$ cat src/rtl/gray_pointer_tracker.sv
// Read-side pointer tracker for a Gray-coded async FIFO.
// Samples the synchronized remote write pointer, vets each Gray step, owns the
// local read pointer (binary and Gray) and reports fill/empty. A RUN/FAULT/RESYNC
// FSM freezes everything on a corrupted sample and realigns under software control.
module gray_pointer_tracker #(
  parameter int WORD_WIDTH = 5
) (
  input  logic                  clock,
  input  logic                  areset_n,
  input  logic [WORD_WIDTH-1:0] remote_gray_in,
  input  logic                  read_incr,
  output logic                  read_accept,
  output logic [WORD_WIDTH-1:0] local_gray,
  output logic [WORD_WIDTH-1:0] local_binary,
  output logic [WORD_WIDTH-1:0] fill,
  output logic                  empty,
  output logic                  fault,
  input  logic                  fault_clear
);

  localparam int                    DEPTH_INT = 1 << (WORD_WIDTH - 1);
  localparam logic [WORD_WIDTH-1:0] DEPTH     = DEPTH_INT[WORD_WIDTH-1:0];
  localparam logic [WORD_WIDTH-1:0] ONE       = {{(WORD_WIDTH-1){1'b0}}, 1'b1};

  typedef enum logic [1:0] {
    ST_RUN    = 2'd0,
    ST_FAULT  = 2'd1,
    ST_RESYNC = 2'd2
  } state_t;

  state_t                state_q, state_d;
  logic [WORD_WIDTH-1:0] gray_q, gray_d;
  logic [WORD_WIDTH-1:0] gray_prev_q, gray_prev_d;
  logic [WORD_WIDTH-1:0] remote_bin_q, remote_bin_d;
  logic                  step_err_q, step_err_d;
  logic [WORD_WIDTH-1:0] fill_q, fill_d;
  logic [WORD_WIDTH-1:0] local_bin_q, local_bin_d;
  logic [WORD_WIDTH-1:0] local_gray_q, local_gray_d;

  logic [WORD_WIDTH-1:0] local_bin_inc;
  logic [WORD_WIDTH-1:0] remote_gap;
  logic                  fault_detect;
  logic                  accept;

  function automatic logic [WORD_WIDTH-1:0] gray_to_bin(input logic [WORD_WIDTH-1:0] g);
    logic [WORD_WIDTH-1:0] b;
    b[WORD_WIDTH-1] = g[WORD_WIDTH-1];
    for (int i = WORD_WIDTH - 2; i >= 0; i--) begin
      b[i] = b[i+1] ^ g[i];
    end
    return b;
  endfunction

  function automatic logic [WORD_WIDTH-1:0] bin_to_gray(input logic [WORD_WIDTH-1:0] b);
    return b ^ (b >> 1);
  endfunction

  // More than one set bit is exactly when clearing the lowest set bit leaves something behind.
  function automatic logic multi_bit(input logic [WORD_WIDTH-1:0] x);
    return (x & (x - ONE)) != '0;
  endfunction

  // Status outputs and the accept handshake; reads are only honoured in RUN with data present.
  always_comb begin
    empty         = (fill_q == '0) || (state_q != ST_RUN);
    fault         = (state_q == ST_FAULT);
    accept        = read_incr && !empty;
    read_accept   = accept;
    local_bin_inc = local_bin_q + ONE;
    remote_gap    = remote_bin_q - local_bin_q;
    fault_detect  = step_err_q || (remote_gap > DEPTH);
    local_gray    = local_gray_q;
    local_binary  = local_bin_q;
    fill          = fill_q;
  end

  // Next-state and datapath: RUN advances the sampling pipeline unless a fault is seen,
  // FAULT holds everything, RESYNC snaps the local pointer onto the remote one.
  always_comb begin
    state_d      = state_q;
    gray_d       = gray_q;
    gray_prev_d  = gray_prev_q;
    remote_bin_d = remote_bin_q;
    step_err_d   = step_err_q;
    fill_d       = fill_q;
    local_bin_d  = local_bin_q;
    local_gray_d = local_gray_q;

    case (state_q)
      ST_RUN: begin
        if (accept) begin
          local_bin_d  = local_bin_inc;
          local_gray_d = bin_to_gray(local_bin_inc);
        end
        if (fault_detect) begin
          state_d = ST_FAULT;
        end else begin
          gray_d       = remote_gray_in;
          gray_prev_d  = gray_q;
          remote_bin_d = gray_to_bin(gray_q);
          step_err_d   = multi_bit(gray_q ^ gray_prev_q);
          // Subtract the post-accept local pointer so fill never counts a word already taken.
          fill_d       = remote_bin_q - (accept ? local_bin_inc : local_bin_q);
        end
      end

      ST_FAULT: begin
        if (fault_clear) begin
          state_d = ST_RESYNC;
        end
      end

      ST_RESYNC: begin
        gray_prev_d  = gray_q;
        step_err_d   = 1'b0;
        local_bin_d  = remote_bin_q;
        local_gray_d = bin_to_gray(remote_bin_q);
        fill_d       = '0;
        state_d      = ST_RUN;
      end

      default: begin
        state_d = ST_RUN;
      end
    endcase
  end

  // State and datapath registers, cleared asynchronously.
  always_ff @(posedge clock or negedge areset_n) begin
    if (!areset_n) begin
      state_q      <= ST_RUN;
      gray_q       <= '0;
      gray_prev_q  <= '0;
      remote_bin_q <= '0;
      step_err_q   <= 1'b0;
      fill_q       <= '0;
      local_bin_q  <= '0;
      local_gray_q <= '0;
    end else begin
      state_q      <= state_d;
      gray_q       <= gray_d;
      gray_prev_q  <= gray_prev_d;
      remote_bin_q <= remote_bin_d;
      step_err_q   <= step_err_d;
      fill_q       <= fill_d;
      local_bin_q  <= local_bin_d;
      local_gray_q <= local_gray_d;
    end
  end

endmodule
$ cat config.mk
export PLATFORM = sky130hd
export DESIGN_NAME = gray_pointer_tracker
export DESIGN_NICKNAME = d
export VERILOG_FILES = /design/src/rtl/gray_pointer_tracker.sv
export SDC_FILE = /design/constraint.sdc
export NUM_CORES = 1
export LEC_CHECK = 0
export ABC_CLOCK_PERIOD_IN_PS = 8200
export BUFFER_PORTS_ARGS = -buffer_cell sky130_fd_sc_hd__buf_2
export CORE_ASPECT_RATIO = 1.25
export CORE_MARGIN = 2
export CORE_UTILIZATION = 38
export CTS_CLUSTER_DIAMETER = 150
export DETAILED_ROUTE_END_ITERATION = 10
export GPL_ROUTABILITY_DRIVEN = 0
export HOLD_SLACK_MARGIN = 0.08
export PLACE_DENSITY = 0.59
export SETUP_SLACK_MARGIN = 0.3
export SYNTH_ARGS = -nofsm -noshare
export SYNTH_HDL_FRONTEND = slang
export SYNTH_SLANG_ARGS = --single-unit
export TNS_END_PERCENT = 30
$ cat constraint.sdc
create_clock -name clock -period 8.2 [get_ports clock]
set_input_delay 0 -clock clock [delete_from_list [all_inputs] [get_ports clock]]
set_output_delay 0 -clock clock [all_outputs]
set_load 0.01 [all_outputs]
==> impl_metrics.yaml, run 1 <==
sta:
  fmax_mhz: 274
  finalCritPeriodShare_pct: 44.4
  setup_tns_ns: 0
  drv_slew: 0
  layout_min_cycle_time_ns: 3.64
  slew_headroom_pct: 27.5
  worst_pin_slew_ns: 1.09
  finalSetupViolCount: 0
  rsz0062_at_grt: "false"
  holdWs_ns: 0.304
  fin_skew_ns: 0.00852
  finalHoldViolCount: 0
yosys:
  synthFlopType: "dfrtp_1"
  synth_edf_count: 0
  postSynth.asyncResetShare_pct: 100
  synth_top_area_share_pct: 41.8
  ys_types: 40
  synth_seq_cells: 33
  synth_most_common_cell: "dfrtp_1"
  syn-num-nets: 211
  synth_area_leader_cell: "dfrtp_1"
  synthCells: 192
  syn_area_um2: 1980
  synthTopCellsByArea: "dfrtp_1, xnor2_1, mux2_1, xor2_1, ha_1"
  synthTopCellsByCount: "dfrtp_1, nand2_1, xnor2_1"
  yosysWarnings: 0
  avgSynthCellArea_um2: 10.3
  yosysSeqAreaShare_pct: 41.8
routing:
  drt_first_iter_violations: 105
  wl_per_cell_um: 14.8
  drtAntennaViolNets: 0
  vias: 1512
  vias_per_cell: 5.23
  wirelength_mm: 4.27
  drc: 0
  firstDrtPassIters: 4
cts:
  htree_levels: 2
  cts.sinks: 33
  clkTransAtPathRegs_ns: 0.08
  insertion_delay_ns: 0.29
  cts_tree: "done"
  post_cts_buffers: 0
  cts_made_buffers: 5
  cts_root_buffer: "clkbuf_8"
  cts_buffer_depth: 2
die:
  initial_utilization_pct: 39.2
  dieArea_um2: 5800
  io_pins: 27
  core_area_um2: 5040
  fp.dieH_um: 84.6
  rows: 29
  die_x_um: 68.5
pwr:
  p_per_area_nw_per_um2: 496
  ir_drop_v: 0.000223
  p_leak_nw: 1.03
cells_and_area:
  fin_area_um2: 2340
  drive_gt1_share_pct: 18.5
  fin_util_pct: 46.3
  area_growth_pct: 18.3
  num-nets-final: 245
  n_antenna_cell: 0
critical_path:
  worstSetupStartpointType: "flop"
  r2r_cells: 9
  crit_arrival_ns: 3.81
  r2r_start: "local_binary[0]$_DFFE_PN0P_"
  worstPathRequired_ns: 8.37
  path_max_fanout: 23
  crit_type: "reg -> reg"
  cp-end-kind: "flop"
  reg2reg_to: "gray_prev_q[3]$_DFFE_PN0P_"
  ff2ff_setup_slack_ns: 4.56
job:
  maxCapViolations: 0
grt:
  grt_pass1_wl_mm: 7.18
  grt.total_usage_pct: 16.7
  overflow: 0
  grt_max_degree: 34
  grt_antenna_before_repair: 0
  grt_pass1_vias: 1445
place:
  numPortBuffers: 26
  dp_hpwl_mm: 3.13
  placed_cell_area_um2: 2150
worst_hold_path:
  hold_path.class: "in -> async"
run_status:
  status: "complete, no violations"
## layout make-up
type                       count  area, um2
fill                         469       2710
clock buffer                   5       68.8
clock inverter                 3       46.3
inverter                      11       41.3
multi-input combinational    142       1080
tap                           62       77.6
timing repair buffer          33        200
sequential                    33        826
## flip-flops by register name (all words and copies together), names as in the netlist, named ones only
register and flops:
local_binary 4, gray_prev_q 5, step_err_q 1, local_gray 5, state_q 2, remote_bin_q 5, fill 5, gray_q 5
## critical path, stage by stage (launching register included)
cell	delay (ns)
dfrtp_1	0.49
ha_1	0.21
inv_1	0.05
fa_1	0.39
xor2_1	0.18
nor3b_2	0.18
or4b_4	0.49
a311oi_4	0.93
nor2_2	0.21
mux2_1	0.38
## timing repair
item | in CTS | in global routing
endpoints found under the hold margin | 40 | 0
setup endpoints to repair | 0 | 0
hold buffers | 7 | 0
gates resized for setup | 0 | 0
## power by group
part	internal, W	total (W)	switching, W
clock	0.0000909	0.000155	0.0000645
sequential	0.000246	0.000346	0.0000998
combinational	0.000314	0.000658	0.000344
total	0.000650	0.00116	0.000508
## per-stage QoR
stage          std cells  power, W  worst slack, ns
4_1_cts              289   0.00117             4.49
3_3_place_gp         274   0.00100             4.59
6_report             289   0.00116             4.56
3_5_place_dp         274   0.00101             4.49
5_1_grt              289   0.00127             4.32
2_1_floorplan        192  0.000857             5.27
## worst max-delay path by stage
stage	start	to	slack, ns	cells after the start
after detailed placement	local_binary[0]$_DFFE_PN0P_	gray_prev_q[3]$_DFFE_PN0P_	4.49	9
after global routing	local_binary[0]$_DFFE_PN0P_	gray_prev_q[3]$_DFFE_PN0P_	4.32	9
after CTS	local_binary[0]$_DFFE_PN0P_	gray_prev_q[3]$_DFFE_PN0P_	4.49	9
after global placement	local_binary[0]$_DFFE_PN0P_	gray_prev_q[4]$_DFFE_PN0P_	4.59	9
after floorplan	local_binary[0]$_DFFE_PN0P_	gray_q[0]$_DFFE_PN0P_	5.27	9
final	local_binary[0]$_DFFE_PN0P_	gray_prev_q[3]$_DFFE_PN0P_	4.56	9
## routing by layer
metal | global-route usage, % | vias to the layer above | wire, um
met2 | 25.6 | 43 | 2030
met4 | 6.55 | 0 | 95
met1 | 22.5 | 720 | 1970
met5 | 0 | - | 0
met3 | 3.62 | 8 | 177
li1 | - | 741 | -
## layout by cell type, fill, tap and decap left out, types with 2 or more instances in the layout
cell and n:
dfrtp_1 33, buf_2 26, nand2_1 18, xnor2_1 16, xor2_1 14, nor2_1 12, mux2_1 11, o21ai_0 11
inv_1 10, a21oi_1 8, ha_1 8, dlygate4sd3_1 7, clkbuf_8 5, o22ai_1 4, mux2i_1 4, nand3_1 3
o211ai_1 3, a211oi_1 3, nor3_1 2, maj3_1 2, a31oi_1 2, or3_1 2, mux2_2 2, fa_1 2
## logic make-up (layout without fill, tap and decap cells)
family | count (synthesis) | after routing | synth area share [%]
multiplexers | 17 | 17 | 9.44
flip-flops | 33 | 33 | 41.8
XOR/XNOR | 30 | 30 | 13.3
adder cells (fa/ha/maj) | 12 | 12 | 8.11
buffers and inverters | 17 | 52 | 3.67
AO/OA/AOI/OAI | 38 | 38 | 12.9
AND/OR/NAND/NOR | 45 | 45 | 10.8
No activity file was read; power rests on OpenSTA's default activity.
==> run 2, diff against run 1 <==
ABC_CLOCK_PERIOD_IN_PS = 3500   (was 8200)
clock period = 3.5 ns   (was 8.2 ns; I/O delays follow)
==> impl_metrics.yaml, run 2 (same netlist as run 1, synthesis figures left out) <==
run_status:
  status: "complete, no violations"
grt:
  grt_pass1_wl_mm: 7.18
  grt_pass1_vias: 1443
  grt_antenna_before_repair: 0
  grt.total_usage_pct: 16.7
  grt_max_degree: 34
  overflow: 0
routing:
  wl_per_cell_um: 14.9
  wirelength_mm: 4.43
  drtAntennaViolNets: 0
  vias_per_cell: 5.10
  firstDrtPassIters: 4
  drc: 0
  vias: 1520
  drt_first_iter_violations: 82
pwr:
  p_leak_nw: 1.09
  p_total_w: 0.00291
  ir_drop_v: 0.000492
  p_per_area_nw_per_um2: 1200
sta:
  layout_min_cycle_time_ns: 3.02
  rsz0062_at_grt: "false"
  slew_headroom_pct: 49.1
  fin_skew_ns: 0.0116
  drv_slew: 0
  finalSetupViolCount: 0
  fmax_mhz: 331
  setup_tns_ns: 0
  finalHoldViolCount: 0
  finalCritPeriodShare_pct: 86.4
  worst_pin_slew_ns: 0.760
die:
  die_x_um: 68.5
  core_area_um2: 5040
  dieArea_um2: 5800
  initial_utilization_pct: 39.2
  fp.dieH_um: 84.6
  rows: 29
  io_pins: 27
critical_path:
  cp-end-kind: "flop"
  crit_type: "reg -> reg"
  worstSetupStartpointType: "flop"
  crit_arrival_ns: 3.21
  worstPathRequired_ns: 3.68
  path_max_fanout: 14
cts:
  htree_levels: 2
  cts_root_buffer: "clkbuf_8"
  cts_tree: "done"
  insertion_delay_ns: 0.29
  clkTransAtPathRegs_ns: 0.08
  cts_buffer_depth: 2
  cts_made_buffers: 5
  cts.sinks: 33
cells_and_area:
  num-nets-final: 254
  mostFrequentLayoutCell: "dfrtp_1"
  area_growth_pct: 23.1
  final_cell_mix: "dfrtp_1, buf_2, nand2_1"
  drive_gt1_share_pct: 21.6
  n_antenna_cell: 0
place:
  dp_hpwl_mm: 3.23
  numPortBuffers: 26
job:
  maxCapViolations: 0
worst_hold_path:
  hold_path.class: "in -> async"
run 2: cell count changes in the layout (fill, tap and decap cells not counted), sizes merged:
cell | previous run | this run
inv | 11 | 12
clkinv | 1 | 0
clkinvlp | 1 | 0
buf | 26 | 35
bufinv | 1 | 2
run 2: timing repair:
action / CTS / global route
setup buffers: 0 / 3
hold buffers: 7 / 0
endpoints found under the setup margin: 0 / 7
resized for setup: 0 / 1
hold endpoints to repair: 40 / 0
run 2: worst paths after layout:
check | startpoint | end | slack, ns | depth (start not counted)
hold reg to reg | gray_prev_q[2]$_DFFE_PN0P_ | gray_prev_q[2]$_DFFE_PN0P_ | 0.51 | 1
min in group clock | read_incr | local_gray[3]$_DFFE_PN0P_ | 0.30 | 6
hold / removal | areset_n | fill[1]$_DFFE_PN0P_ | 0.30 | 2
max in group asynchronous | areset_n | local_gray[1]$_DFFE_PN0P_ | 2.71 | 2
setup reg to reg | remote_bin_q[0]$_DFFE_PN0P_ | remote_bin_q[3]$_DFFE_PN0P_ | 0.48 | 10
setup / recovery | remote_bin_q[0]$_DFFE_PN0P_ | remote_bin_q[3]$_DFFE_PN0P_ | 0.48 | 10
run 2: stage by stage:
stage	hold slack (ns)	utilization (%)	instances	area (um2)	setup WS, ns
floorplan	-0.296	-	192	1980	0.570
finish	0.300	48.2	298	2430	0.478
detailed placement	0.117	43.6	280	2200	0.415
global route	0.337	48.2	298	2430	0.305
global placement	0.115	43.6	280	2200	0.491
CTS	0.282	47.7	295	2400	0.407
run 2: worst max-delay path, cell delays in order (launching register included):
cell and delay (ns):
dfrtp_1 0.41, inv_1 0.11, ha_1 0.18, inv_1 0.06
fa_1 0.39, xor2_1 0.18, nor3b_2 0.19, or4b_4 0.50
a311oi_4 0.34, buf_6 0.22, mux2_2 0.34
run 2: area by class of cell:
cell class / count / area, um2
Sequential cell: 33 / 826
Fill cell: 503 / 2610
Tap cell: 62 / 77.6
Timing Repair Buffer: 42 / 272
Multi-Input combinational cell: 142 / 1080
Clock inverter: 3 / 68.8
Inverter: 11 / 41.3
Clock buffer: 5 / 68.8
run 2: layer usage:
layer / wire, um / GRT usage (%) / vias up / share of wire [%]
met5: 0 / 0 / - / 0
met4: 66 / 6.55 / 0 / 1.5
met3: 198 / 4.02 / 7 / 4.5
met2: 2090 / 26.2 / 41 / 47
met1: 2070 / 21.8 / 717 / 47
li1: - / - / 755 / -
run 2: power by group:
group          internal (W)  total, W  switching, W
registers          0.000576  0.000777      0.000201
logic              0.000816   0.00169      0.000876
clock network      0.000287  0.000440      0.000153
